File: src/rtl/pwm_bank.sv
// pwm_bank: multi-channel PWM with shared prescaler and period counter, shadowed period/duty/mode.
// Center-aligned counting is built only when PWM_CENTER_ALIGN_EN is defined.
module pwm_bank #(
  parameter int NUM_CH = 3,
  parameter int WIDTH  = 8,
  parameter int DATA_W = 16,
  parameter int ADDR_W = 8
) (
  input  logic              clk_i,
  input  logic              rst_i,
  input  logic [ADDR_W-1:0] addr_i,
  input  logic [DATA_W-1:0] wdata_i,
  input  logic              wr_i,
  output logic [DATA_W-1:0] rdata_o,
  output logic [NUM_CH-1:0] pwm_o,
  output logic              period_o
);
  localparam logic [ADDR_W-1:0] A_PRESC  = ADDR_W'(1);
  localparam logic [ADDR_W-1:0] A_PERIOD = ADDR_W'(2);
  localparam logic [ADDR_W-1:0] A_EN     = ADDR_W'(3);
  localparam logic [ADDR_W-1:0] A_POL    = ADDR_W'(4);
  localparam logic [ADDR_W-1:0] A_DUTY   = ADDR_W'(5);
  logic [WIDTH-1:0]  r_presc, r_pcnt, r_period_sh, r_period_act, r_cnt;
  logic [NUM_CH-1:0] r_en, r_pol;
  logic [WIDTH-1:0]  r_duty_sh [NUM_CH];
  logic [WIDTH-1:0]  r_duty_act [NUM_CH];
  logic              w_tick, w_wrap;
  logic [WIDTH-1:0]  w_cnt_nxt, w_wdata;
  logic [DATA_W-1:0] w_rdata;
  logic [NUM_CH-1:0] w_pwm;
  logic              w_unused;
  assign w_wdata  = wdata_i[WIDTH-1:0];
  assign w_unused = ^wdata_i;
  // >= lets a lowered PRESCALE tick at once instead of wrapping the prescaler
  assign w_tick   = r_pcnt >= r_presc;
`ifdef PWM_CENTER_ALIGN_EN
  localparam logic [ADDR_W-1:0] A_CTRL = ADDR_W'(0);
  logic r_ctrl_sh, r_ctrl_act, r_dir;
  logic w_center, w_down;
  assign w_center  = r_ctrl_act && r_period_act != '0;
  assign w_down    = w_center && (r_dir || r_cnt == r_period_act);
  assign w_cnt_nxt = w_down ? r_cnt - WIDTH'(1) : (r_cnt == r_period_act) ? '0 : r_cnt + WIDTH'(1);
  assign w_wrap    = w_tick && (w_down ? r_cnt == WIDTH'(1) : (!w_center && r_cnt == r_period_act));
  always_ff @(posedge clk_i) begin
    if (rst_i) begin
      r_ctrl_sh  <= 1'b0;
      r_ctrl_act <= 1'b0;
      r_dir      <= 1'b0;
    end else begin
      if (wr_i && addr_i == A_CTRL) r_ctrl_sh <= wdata_i[0];
      if (w_wrap) r_ctrl_act <= r_ctrl_sh;
      if (w_tick) r_dir <= w_down && !w_wrap;
    end
  end
`else
  assign w_cnt_nxt = (r_cnt == r_period_act) ? '0 : r_cnt + WIDTH'(1);
  assign w_wrap    = w_tick && r_cnt == r_period_act;
`endif
  always_comb begin
    w_rdata = '0;
    if (addr_i == A_PRESC)  w_rdata = DATA_W'(r_presc);
    if (addr_i == A_PERIOD) w_rdata = DATA_W'(r_period_sh);
    if (addr_i == A_EN)     w_rdata = DATA_W'(r_en);
    if (addr_i == A_POL)    w_rdata = DATA_W'(r_pol);
    for (int k = 0; k < NUM_CH; k++)
      if (addr_i == A_DUTY + ADDR_W'(k)) w_rdata = DATA_W'(r_duty_sh[k]);
`ifdef PWM_CENTER_ALIGN_EN
    if (addr_i == A_CTRL)   w_rdata = DATA_W'(r_ctrl_sh);
`endif
  end
  genvar i;
  generate
    for (i = 0; i < NUM_CH; i++) begin : g_ch
      assign w_pwm[i] = r_en[i] ? ((r_cnt < r_duty_act[i]) ^ r_pol[i]) : r_pol[i];
      always_ff @(posedge clk_i) begin
        if (rst_i) begin
          r_duty_sh[i]  <= '0;
          r_duty_act[i] <= '0;
        end else begin
          if (wr_i && addr_i == A_DUTY + ADDR_W'(i)) r_duty_sh[i] <= w_wdata;
          if (w_wrap) r_duty_act[i] <= r_duty_sh[i];
        end
      end
    end
  endgenerate
  always_ff @(posedge clk_i) begin
    if (rst_i) begin
      r_presc      <= '0;
      r_period_sh  <= '1;
      r_period_act <= '1;
      r_en         <= '0;
      r_pol        <= '0;
      r_pcnt       <= '0;
      r_cnt        <= '0;
      pwm_o        <= '0;
      period_o     <= 1'b0;
      rdata_o      <= '0;
    end else begin
      if (wr_i && addr_i == A_PRESC)  r_presc     <= w_wdata;
      if (wr_i && addr_i == A_PERIOD) r_period_sh <= w_wdata;
      if (wr_i && addr_i == A_EN)     r_en        <= wdata_i[NUM_CH-1:0];
      if (wr_i && addr_i == A_POL)    r_pol       <= wdata_i[NUM_CH-1:0];
      r_pcnt <= w_tick ? '0 : r_pcnt + WIDTH'(1);
      if (w_tick) r_cnt <= w_cnt_nxt;
      if (w_wrap) r_period_act <= r_period_sh;
      pwm_o    <= w_pwm;
      period_o <= w_wrap;
      rdata_o  <= w_rdata;
    end
  end
endmodule
File: config.mk
export PLATFORM = sky130hd
export DESIGN_NAME = pwm_bank
export DESIGN_NICKNAME = d
export VERILOG_FILES = /design/src/rtl/pwm_bank.sv
export SDC_FILE = /design/constraint.sdc
export NUM_CORES = 1
export LEC_CHECK = 0
export CELL_PAD_IN_SITES_DETAIL_PLACEMENT = 0
export CELL_PAD_IN_SITES_GLOBAL_PLACEMENT = 1
export CORE_AREA = 4 4 114 116
export DETAILED_ROUTE_END_ITERATION = 10
export DIE_AREA = 0 0 118 120
export PLACE_DENSITY_LB_ADDON = 0.1
export SYNTH_ARGS = -nofsm -noshare
export SYNTH_HDL_FRONTEND = slang
export SYNTH_SLANG_ARGS = --single-unit
export TNS_END_PERCENT = 20
File: constraint.sdc
create_clock -name clk_i -period 3.4 [get_ports clk_i]
set_input_delay 0.68 -clock clk_i [delete_from_list [all_inputs] [get_ports clk_i]]
set_output_delay 0.68 -clock clk_i [all_outputs]
set_load 0.02 [all_outputs]
==> impl_results.html, run 1 <==
<table>
<tr><th>Metric</th><th>Value</th></tr>
<tr><th colspan="2">Status</th></tr>
<tr><td>Run status</td><td>finished, final reports clean</td></tr>
<tr><th colspan="2">Worst setup path</th></tr>
<tr><td>Largest fanout of any net on the critical path</td><td>24</td></tr>
<tr><td>Origin of the worst setup path</td><td>r_cnt[7]$_SDFFE_PP0P_</td></tr>
<tr><td>Critical path's top delay family</td><td>simple AND/OR/NAND/NOR gates</td></tr>
<tr><td>Arrival time at the worst endpoint</td><td>between 2000 and 3000 ps</td></tr>
<tr><td>List of cells traversed by the critical path</td><td>xor2_1 -&gt; nor4_4 -&gt; nand2_4 -&gt; nor3_1 -&gt; or2_1</td></tr>
<tr><td>Peak per-stage delay on the critical path</td><td>around 820 ps</td></tr>
<tr><td>Critical R2R Capture</td><td>r_duty_act[1][4]$_SDFFCE_PN0P_</td></tr>
<tr><td>Reg2Reg Depth</td><td>5</td></tr>
<tr><td>FF-to-FF Start</td><td>r_cnt[7]$_SDFFE_PP0P_</td></tr>
<tr><td>CP Capture Type</td><td>flip-flop</td></tr>
<tr><td>CP Depth</td><td>5</td></tr>
<tr><td>Number of buffer and inverter instances along the worst setup path</td><td>0</td></tr>
<tr><td>Required time of the worst setup path</td><td>around 3400 ps</td></tr>
<tr><td>Worst setup path category</td><td>flip-flop to flip-flop</td></tr>
<tr><td>Slowest cell on crit path</td><td>sky130_fd_sc_hd__or2_1</td></tr>
<tr><td>Capturing instance or port of the critical path</td><td>r_duty_act[1][4]$_SDFFCE_PN0P_</td></tr>
<tr><td>Reg2reg setup slack</td><td>approximately 670 ps</td></tr>
<tr><td>Type of origin of the critical path</td><td>flip-flop</td></tr>
<tr><th colspan="2">CTS</th></tr>
<tr><td>Clock-pin slew on the worst setup and hold paths</td><td>about 70 ps</td></tr>
<tr><td>Count of instances resized after the clock tree is built</td><td>0</td></tr>
<tr><td>CTS H-tree depth</td><td>3</td></tr>
<tr><td>Total number of clock tree sinks</td><td>roughly 110</td></tr>
<tr><td>TritonCTS clock tree</td><td>yes</td></tr>
<tr><td>Clock network latency to the later pin of the worst-skew pair</td><td>~350 ps</td></tr>
<tr><td>Count of hold buffers inserted by post-cts repair</td><td>0</td></tr>
<tr><td>Clock buffers created by TritonCTS</td><td>9</td></tr>
<tr><td>Clk buf depth</td><td>2</td></tr>
<tr><td>Number of post-CTS setup repair buffers</td><td>0</td></tr>
<tr><td>Root buffer cell</td><td>sky130_fd_sc_hd__clkbuf_16</td></tr>
<tr><th colspan="2">Global routing</th></tr>
<tr><td>Global-route wire length before repair</td><td>a little under 20,000 um</td></tr>
<tr><td>Maximum number of pins on one net before global-route repair</td><td>33</td></tr>
<tr><td>Via count of the first global-routing pass</td><td>~3,500</td></tr>
<tr><td>GRT Util Overall</td><td>~18%</td></tr>
<tr><td>GR Overflow Total</td><td>0</td></tr>
<tr><td>Initial antenna violation count</td><td>0</td></tr>
<tr><th colspan="2">Placement</th></tr>
<tr><td>DPL Wire Length</td><td>9270 um</td></tr>
<tr><td>Post-Place Setup Slack</td><td>slightly above 500 ps</td></tr>
<tr><td>Weighted congestion reported at the end of routability-driven placement</td><td>between 0.8 and 0.9</td></tr>
<tr><td>Number of placed cells counting well taps</td><td>673</td></tr>
<tr><td>Number of port buffers</td><td>30</td></tr>
<tr><th colspan="2">Die</th></tr>
<tr><td>Num ports</td><td>47</td></tr>
<tr><td>FP Rows</td><td>40</td></tr>
<tr><td>Total Die Area</td><td>between 0.01 and 0.015 mm^2</td></tr>
<tr><td>Width of the die</td><td>118 um</td></tr>
<tr><td>Height of the die</td><td>around 120 um</td></tr>
<tr><td>Area of the core region</td><td>about 0.012 mm^2</td></tr>
<tr><td>Starting utilization of the core area</td><td>a little under half</td></tr>
<tr><th colspan="2">STA</th></tr>
<tr><td>Crit path setup slack, layout</td><td>slightly below 700 ps</td></tr>
<tr><td>Number of hold violations in the final report</td><td>0</td></tr>
<tr><td>Number of pins exceeding their max-slew limit in the final report</td><td>0</td></tr>
<tr><td>Final critical-path required period</td><td>2730 ps</td></tr>
<tr><td>Highest clock frequency the design can meet</td><td>around 370 MHz</td></tr>
<tr><td>Setup repair after global routing missed its margin</td><td>no</td></tr>
<tr><td>Clock Skews</td><td>roughly 7.5 ps</td></tr>
<tr><td>Worst Max-Slew Pin Slew</td><td>~1000 ps</td></tr>
<tr><td>Number of setup violations in the final report</td><td>0</td></tr>
<tr><td>Final worst-path cycle share</td><td>80.2%</td></tr>
<tr><td>Remaining max-slew budget at the tightest pin</td><td>between 30% and 40%</td></tr>
<tr><td>Setup Total Neg Slack</td><td>0 ps</td></tr>
<tr><th colspan="2">Power</th></tr>
<tr><td>P_int</td><td>~1900 uW</td></tr>
<tr><td>Sw frac</td><td>roughly 23%</td></tr>
<tr><td>Cell area power density</td><td>411 mW/mm^2</td></tr>
<tr><td>Power after layout</td><td>about 2500 uW</td></tr>
<tr><td>Combinational share of power</td><td>~6.5%</td></tr>
<tr><td>Cell leakage power</td><td>~0.0024 uW</td></tr>
<tr><td>Share of power burned in the clock network</td><td>38.4%</td></tr>
<tr><td>P_sw</td><td>around 570 uW</td></tr>
<tr><td>Worst ir drop on vdd</td><td>0.245 mV</td></tr>
<tr><td>Part of the total power dissipated in sequential elements</td><td>55.1%</td></tr>
<tr><th colspan="2">Layout</th></tr>
<tr><td>Synthesis-to-layout area growth</td><td>13.1%</td></tr>
<tr><td>Cell Count, Final, Fillers Out</td><td>around 690</td></tr>
<tr><td>Area of all sequential standard cells</td><td>between 0.002 and 0.003 mm^2</td></tr>
<tr><td>Multi-input gate area</td><td>roughly 0.0025 mm^2</td></tr>
<tr><td>Share of final-layout standard cells stronger than drive strength 1</td><td>7.20%</td></tr>
<tr><td>Fill cells</td><td>between 1,000 and 1,500</td></tr>
<tr><td>ANT cells</td><td>0</td></tr>
<tr><td>Final-stage net count</td><td>between 500 and 600</td></tr>
<tr><th colspan="2">Worst hold path</th></tr>
<tr><td>Hold WC Path Type</td><td>flip-flop to flip-flop</td></tr>
<tr><th colspan="2">Detailed routing</th></tr>
<tr><td>Count of antenna-violating nets left after detailed routing</td><td>0</td></tr>
<tr><td>Total wire length</td><td>12,200 um</td></tr>
<tr><td>Via density</td><td>between 5 and 6</td></tr>
<tr><td>1st-iter DRT viols</td><td>237</td></tr>
<tr><td>Count of unresolved DRC violations after routing</td><td>0</td></tr>
<tr><td>Drt pass-1 iters</td><td>4</td></tr>
<tr><td>Via count</td><td>3,596</td></tr>
<tr><td>WL per Instance</td><td>17.7 um</td></tr>
<tr><th colspan="2">Synth</th></tr>
<tr><td>Async SR Flop Fraction</td><td>0%</td></tr>
<tr><td>Count of state elements after synthesis</td><td>106</td></tr>
<tr><td>Area share of the largest cell type after synthesis</td><td>between 20% and 30%</td></tr>
<tr><td>Post-synth EDFFs</td><td>48</td></tr>
<tr><td>Synth Cell Area</td><td>0.00540 mm^2</td></tr>
<tr><td>Synth cell types</td><td>51</td></tr>
<tr><td>Synth Area per Inst</td><td>between 10 and 15 um^2</td></tr>
<tr><td>Sequential element share of the synthesized area</td><td>~48%</td></tr>
<tr><td>Dominant cell type by area after synthesis</td><td>sky130_fd_sc_hd__edfxtp_1</td></tr>
<tr><td>Synth Flop Type</td><td>sky130_fd_sc_hd__dfxtp_1</td></tr>
<tr><td>Post-Synthesis Cells</td><td>between 500 and 600</td></tr>
<tr><td>Ranking of synthesized cells by area</td><td>sky130_fd_sc_hd__edfxtp_1 (27%), sky130_fd_sc_hd__dfxtp_1 (22%), sky130_fd_sc_hd__ha_1 (7.2%)</td></tr>
<tr><td>Synth Warn #</td><td>0</td></tr>
<tr><th colspan="2">Flow run</th></tr>
<tr><td>Number of max-cap violations</td><td>0</td></tr>
</table>
-- logic make-up after synthesis --
group / Yosys count / synth area share (%)
AO/OA/AOI/OAI: 72 / 9.53
XOR/XNOR: 14 / 2.27
adder cells (fa/ha/maj): 31 / 7.19
buffers and inverters: 65 / 5.47
flip-flops: 106 / 48.2
multiplexers: 45 / 9.14
other: 1 / 0.0695
AND/OR/NAND/NOR: 171 / 18.1
-- tightest hold or removal path: stages (launching register included) --
cell,delay (ps)
sky130_fd_sc_hd__dfxtp_1,320
sky130_fd_sc_hd__mux2i_1,60
sky130_fd_sc_hd__nor2_1,80
-- final cells by class --
class                           instances  area share (%)
Inverter                               37            2.28
Timing Repair Buffer                   42            6.32
Tap cell                              147            3.01
Clock buffer                           13            4.10
Multi-Input combinational cell        341            41.4
Sequential cell                       106            42.6
Clock inverter                          3           0.287
-- per-stage QoR --
stage	utilization (%)	cell area, um^2	hold WS (ps)
2_1_floorplan	-	5420	457
5_1_grt	51.2	6100	550
3_3_place_gp	49.0	5830	473
4_1_cts	51.2	6100	503
6_report	51.2	6100	501
3_5_place_dp	49.0	5830	487
-- cells in the final DEF, fill, tap and decap left out, types with 4 or more instances in the layout --
master and n:
sky130_fd_sc_hd__a21o_1 12, sky130_fd_sc_hd__ha_1 31, sky130_fd_sc_hd__o21ai_0 6, sky130_fd_sc_hd__nand3_1 8, sky130_fd_sc_hd__o32ai_1 5, sky130_fd_sc_hd__clkdlybuf4s50_1 29
sky130_fd_sc_hd__o21ai_1 5, sky130_fd_sc_hd__nand2b_1 11, sky130_fd_sc_hd__conb_1 8, sky130_fd_sc_hd__a211oi_1 9, sky130_fd_sc_hd__xor2_1 12, sky130_fd_sc_hd__clkbuf_16 9
sky130_fd_sc_hd__inv_1 36, sky130_fd_sc_hd__dfxtp_1 58, sky130_fd_sc_hd__mux2_1 4, sky130_fd_sc_hd__buf_4 12, sky130_fd_sc_hd__or3_1 8, sky130_fd_sc_hd__and2_1 48
sky130_fd_sc_hd__edfxtp_1 48, sky130_fd_sc_hd__a22o_1 5, sky130_fd_sc_hd__nor2b_1 8, sky130_fd_sc_hd__nor3_1 9, sky130_fd_sc_hd__a21oi_1 11, sky130_fd_sc_hd__a221oi_1 5
sky130_fd_sc_hd__nand2_1 21, sky130_fd_sc_hd__nor2_1 41, sky130_fd_sc_hd__mux2i_1 38
-- cells in the mapped netlist, types with 6 or more instances --
master                     count
sky130_fd_sc_hd__dfxtp_1      58
sky130_fd_sc_hd__and2_1       48
sky130_fd_sc_hd__edfxtp_1     48
sky130_fd_sc_hd__nor2_1       41
sky130_fd_sc_hd__mux2i_1      38
sky130_fd_sc_hd__inv_1        36
sky130_fd_sc_hd__ha_1         31
sky130_fd_sc_hd__nand2_1      21
sky130_fd_sc_hd__clkbuf_1     13
sky130_fd_sc_hd__a21o_1       12
sky130_fd_sc_hd__xor2_1       12
sky130_fd_sc_hd__a21oi_1      11
sky130_fd_sc_hd__nand2b_1     11
sky130_fd_sc_hd__a211oi_1      9
sky130_fd_sc_hd__nor3_1        9
sky130_fd_sc_hd__buf_4         8
sky130_fd_sc_hd__nand3_1       8
sky130_fd_sc_hd__nor2b_1       8
sky130_fd_sc_hd__or3_1         8
sky130_fd_sc_hd__o21ai_0       6
-- state kept, by name (all words and copies together), names as in the netlist --
register      count
r_period_act      8
r_pcnt            8
r_duty_sh        24
r_duty_act       24
period_o          1
r_pol             3
r_presc           8
r_period_sh       8
rdata_o           8
r_cnt             8
pwm_o             3
r_en              3
-- per-layer routing --
metal / global-route usage, % / vias up / wire length [um]
met1: 26.0 / 1681 / 6130
met3: 3.39 / 10 / 505
met4: 5.35 / 0 / 185
met5: 0 / - / 0
met2: 27.4 / 75 / 5400
li1: - / 1830 / -
-- worst min-delay path by stage --
stage | from | end | slack [ps] | depth (start not counted)
6_report | r_presc[1]$_SDFFE_PP0P_ | r_presc[1]$_SDFFE_PP0P_ | 500 | 2
3_3_place_gp | r_presc[1]$_SDFFE_PP0P_ | r_presc[1]$_SDFFE_PP0P_ | 470 | 2
5_1_grt | r_period_sh[2]$_SDFFE_PP1P_ | r_period_sh[2]$_SDFFE_PP1P_ | 550 | 2
2_1_floorplan | r_period_sh[3]$_SDFFE_PP1P_ | r_period_sh[3]$_SDFFE_PP1P_ | 460 | 2
3_5_place_dp | r_presc[1]$_SDFFE_PP0P_ | r_presc[1]$_SDFFE_PP0P_ | 490 | 2
4_1_cts | r_presc[1]$_SDFFE_PP0P_ | r_presc[1]$_SDFFE_PP0P_ | 500 | 2
-- power by group through the flow --
| stage | sequential [uW] | clock [uW] | combinational (uW) |
|---|---|---|---|
| final | 1380 | 963 | 163 |
| after global routing | 1380 | 1040 | 182 |
| after CTS | 1380 | 986 | 166 |
| after detailed placement | 1410 | 0 | 165 |
| after global placement | 1410 | 0 | 163 |
| after floorplan | 1400 | 0 | 111 |
(Power assumes the default switching activity.)
==> inputs of run 2 (changes only) <==
==> constraint.sdc (replaced) <==
create_clock -name clk_i -period 2.6 [get_ports clk_i]
set_input_delay 0.52 -clock clk_i [delete_from_list [all_inputs] [get_ports clk_i]]
set_output_delay 0.52 -clock clk_i [all_outputs]
set_load 0.02 [all_outputs]
==> run 2 against run 1 <==
Net effect:
- maximum frequency grew 16%
- via count grew 0.42%
- clock power grew 31%
- core utilization grew 0.70 points
- final area grew 1.4%
- combinational power grew 37%
- global-route usage grew 0.25 points
- non-clock buffer count grew 9
- critical path type unchanged
==> impl_results.html, run 2 (synthesized netlist as in run 1, its figures left out) <==
<table>
<tr><th>Metric</th><th>Value</th></tr>
<tr><th colspan="2">Status</th></tr>
<tr><td>Run status</td><td>finished, final reports clean</td></tr>
<tr><th colspan="2">STA</th></tr>
<tr><td>Remaining max-slew budget at the tightest pin</td><td>between 50% and 60%</td></tr>
<tr><td>Setup Total Neg Slack</td><td>0 ps</td></tr>
<tr><td>Final worst-path cycle share</td><td>between 90% and 100%</td></tr>
<tr><td>Number of setup violations in the final report</td><td>0</td></tr>
<tr><td>Number of pins exceeding their max-slew limit in the final report</td><td>0</td></tr>
<tr><td>Worst Max-Slew Pin Slew</td><td>~620 ps</td></tr>
<tr><td>Setup repair after global routing missed its margin</td><td>no</td></tr>
<tr><td>Number of hold violations in the final report</td><td>0</td></tr>
<tr><td>Final critical-path required period</td><td>about 2400 ps</td></tr>
<tr><td>Highest clock frequency the design can meet</td><td>roughly 430 MHz</td></tr>
<tr><td>Clock Skews</td><td>between 8 and 9 ps</td></tr>
<tr><th colspan="2">Layout</th></tr>
<tr><td>Cell Count, Final, Fillers Out</td><td>698</td></tr>
<tr><td>Fill cells</td><td>around 1,100</td></tr>
<tr><td>Final design utilization</td><td>between 50 and 60%</td></tr>
<tr><td>Multi-input gate area</td><td>roughly 0.0025 mm^2</td></tr>
<tr><td>Share of final-layout standard cells stronger than drive strength 1</td><td>under 10%</td></tr>
<tr><td>Commonest non-fill, non-tap cells in the layout</td><td>sky130_fd_sc_hd__dfxtp_1 (58), sky130_fd_sc_hd__and2_1 (48), sky130_fd_sc_hd__edfxtp_1 (48), sky130_fd_sc_hd__nor2_1 (41), sky130_fd_sc_hd__mux2i_1 (38)</td></tr>
<tr><td>Largest registers</td><td>r_duty_act: 24 flops, r_duty_sh: 24 flops</td></tr>
<tr><td>Area of all sequential standard cells</td><td>about 0.0026 mm^2</td></tr>
<tr><td>Final-stage net count</td><td>~600</td></tr>
<tr><td>Synthesis-to-layout area growth</td><td>14.7%</td></tr>
<tr><td>Most common library cell in the layout ignoring fill and taps</td><td>sky130_fd_sc_hd__dfxtp_1</td></tr>
<tr><td>ANT cells</td><td>0</td></tr>
<tr><th colspan="2">CTS</th></tr>
<tr><td>Root buffer cell</td><td>sky130_fd_sc_hd__clkbuf_16</td></tr>
<tr><td>TritonCTS clock tree</td><td>yes</td></tr>
<tr><td>Count of hold buffers inserted by post-cts repair</td><td>0</td></tr>
<tr><td>CTS H-tree depth</td><td>3</td></tr>
<tr><td>Clk buf depth</td><td>2</td></tr>
<tr><td>Total number of clock tree sinks</td><td>~110</td></tr>
<tr><td>Number of post-CTS setup repair buffers</td><td>0</td></tr>
<tr><td>Clock-pin slew on the worst setup and hold paths</td><td>70 ps</td></tr>
<tr><td>Count of instances resized after the clock tree is built</td><td>0</td></tr>
<tr><td>Clock buffers created by TritonCTS</td><td>9</td></tr>
<tr><td>Clock network latency to the later pin of the worst-skew pair</td><td>~350 ps</td></tr>
<tr><th colspan="2">Power</th></tr>
<tr><td>Cell leakage power</td><td>~0.0024 uW</td></tr>
<tr><td>Power after layout</td><td>approximately 3300 uW</td></tr>
<tr><td>Worst ir drop on vdd</td><td>around 0.35 mV</td></tr>
<tr><td>Cell area power density</td><td>531 mW/mm^2</td></tr>
<tr><th colspan="2">Worst setup path</th></tr>
<tr><td>Arrival time at the worst endpoint</td><td>approximately 2500 ps</td></tr>
<tr><td>Worst setup path category</td><td>flip-flop to flip-flop</td></tr>
<tr><td>Origin of the worst setup path</td><td>r_presc[4]$_SDFFE_PP0P_</td></tr>
<tr><td>Peak per-stage delay on the critical path</td><td>390 ps</td></tr>
<tr><td>Slowest cell on crit path</td><td>sky130_fd_sc_hd__dfxtp_1</td></tr>
<tr><td>Critical R2R Capture</td><td>r_duty_act[1][0]$_SDFFCE_PN0P_</td></tr>
<tr><td>Reg2Reg Depth</td><td>8</td></tr>
<tr><td>Type of origin of the critical path</td><td>flip-flop</td></tr>
<tr><td>Critical path's top delay family</td><td>compound AO/OA/AOI/OAI gates</td></tr>
<tr><td>CP Capture Type</td><td>flip-flop</td></tr>
<tr><td>FF-to-FF Start</td><td>r_presc[4]$_SDFFE_PP0P_</td></tr>
<tr><td>Largest fanout of any net on the critical path</td><td>24</td></tr>
<tr><td>Required time of the worst setup path</td><td>about 2700 ps</td></tr>
<tr><td>List of cells traversed by the critical path</td><td>inv_1 -&gt; ha_1 -&gt; a21o_1 -&gt; a211oi_1 -&gt; o21a_1 -&gt; nor3_1 -&gt; or2_1 -&gt; buf_12</td></tr>
<tr><td>Reg2reg setup slack</td><td>about 250 ps</td></tr>
<tr><td>Number of buffer and inverter instances along the worst setup path</td><td>2</td></tr>
<tr><th colspan="2">Placement</th></tr>
<tr><td>Number of placed cells counting well taps</td><td>682</td></tr>
<tr><td>Weighted congestion reported at the end of routability-driven placement</td><td>a little under 0.9</td></tr>
<tr><td>DPL Wire Length</td><td>about 9300 um</td></tr>
<tr><td>Number of port buffers</td><td>30</td></tr>
<tr><th colspan="2">Global routing</th></tr>
<tr><td>Via count of the first global-routing pass</td><td>between 3,000 and 4,000</td></tr>
<tr><td>GR Overflow Total</td><td>0</td></tr>
<tr><td>Global-route wire length before repair</td><td>~20,000 um</td></tr>
<tr><td>Maximum number of pins on one net before global-route repair</td><td>32</td></tr>
<tr><td>Initial antenna violation count</td><td>0</td></tr>
<tr><td>GRT Util Overall</td><td>a little under a fifth</td></tr>
<tr><th colspan="2">Die</th></tr>
<tr><td>Area of the core region</td><td>roughly 0.012 mm^2</td></tr>
<tr><td>Num ports</td><td>47</td></tr>
<tr><td>Total Die Area</td><td>between 0.01 and 0.015 mm^2</td></tr>
<tr><td>Height of the die</td><td>roughly 120 um</td></tr>
<tr><td>Width of the die</td><td>118 um</td></tr>
<tr><td>FP Rows</td><td>40</td></tr>
<tr><td>Starting utilization of the core area</td><td>a little under half</td></tr>
<tr><th colspan="2">Detailed routing</th></tr>
<tr><td>Count of antenna-violating nets left after detailed routing</td><td>0</td></tr>
<tr><td>Count of unresolved DRC violations after routing</td><td>0</td></tr>
<tr><td>Drt pass-1 iters</td><td>4</td></tr>
<tr><td>WL per Instance</td><td>17.5 um</td></tr>
<tr><td>1st-iter DRT viols</td><td>~230</td></tr>
<tr><td>Via density</td><td>5.17</td></tr>
<tr><td>Total wire length</td><td>12,200 um</td></tr>
<tr><td>Via count</td><td>between 3,000 and 4,000</td></tr>
<tr><th colspan="2">Worst hold path</th></tr>
<tr><td>Cell depth of the worst min-delay path</td><td>2</td></tr>
<tr><td>Hold worst-path end</td><td>r_presc[1]$_SDFFE_PP0P_</td></tr>
<tr><td>Hold WC Path Type</td><td>flip-flop to flip-flop</td></tr>
<tr><td>Start point of the worst hold path</td><td>r_presc[1]$_SDFFE_PP0P_</td></tr>
<tr><th colspan="2">Flow run</th></tr>
<tr><td>Number of max-cap violations</td><td>0</td></tr>
</table>
## run 2: cell count changes in the layout (fill, tap and decap cells not counted), sizes merged
| cell | delta |
|---|---|
| clkbuf | -2 |
| inv | +1 |
| buf | +9 |
| clkinvlp | +1 |
## run 2: worst max-delay path by stage
stage / slack, ps / to / cells past startpoint
floorplan: 9 / r_duty_act[0][0]$_SDFFCE_PN0P_ / 9
global placement: 120 / r_duty_sh[0][0]$_SDFFCE_PN0P_ / 6
detailed placement: 20 / r_duty_sh[0][0]$_SDFFCE_PN0P_ / 6
CTS: 210 / r_duty_act[1][4]$_SDFFCE_PN0P_ / 8
global route: 80 / r_duty_act[1][7]$_SDFFCE_PN0P_ / 8
finish: 250 / r_duty_act[1][0]$_SDFFCE_PN0P_ / 8
## run 2: worst min-delay path: stages, from the launching register on
cell and delay (ps):
sky130_fd_sc_hd__dfxtp_1 330, sky130_fd_sc_hd__mux2i_1 60, sky130_fd_sc_hd__nor2_1 80
## run 2: power breakdown
group / leakage (uW) / internal (uW) / switching, uW
Sequential: 0.000944 / 1770 / 31.3
Combinational: 0.00134 / 94.8 / 129
Clock: 0.000126 / 655 / 602
Total: 0.00241 / 2520 / 763
## run 2: routing by layer
metal	wire (um)	vias to the layer above	part of all wire, %	global-route usage [%]
li1	-	1859	-	-
met1	5940	1677	49	25.8
met2	5620	65	46	28.5
met3	545	10	4.5	4.57
met4	111	0	0.91	3.66
met5	0	-	0	0
## run 2: final cells by class
class	instances	share of cell area, %
Sequential cell	106	42.1
Multi-Input combinational cell	341	40.8
Timing Repair Buffer	51	7.52
Clock buffer	11	3.76
Tap cell	147	2.97
Inverter	37	2.25
Clock inverter	5	0.627
## run 2: stage by stage
step	setup slack, ps	hold slack (ps)	cell area (um^2)
after global placement	117	474	5910
after CTS	208	510	6190
after detailed placement	24.0	493	5910
after global routing	78.8	562	6190
after floorplan	9.45	457	5420
final	249	512	6190
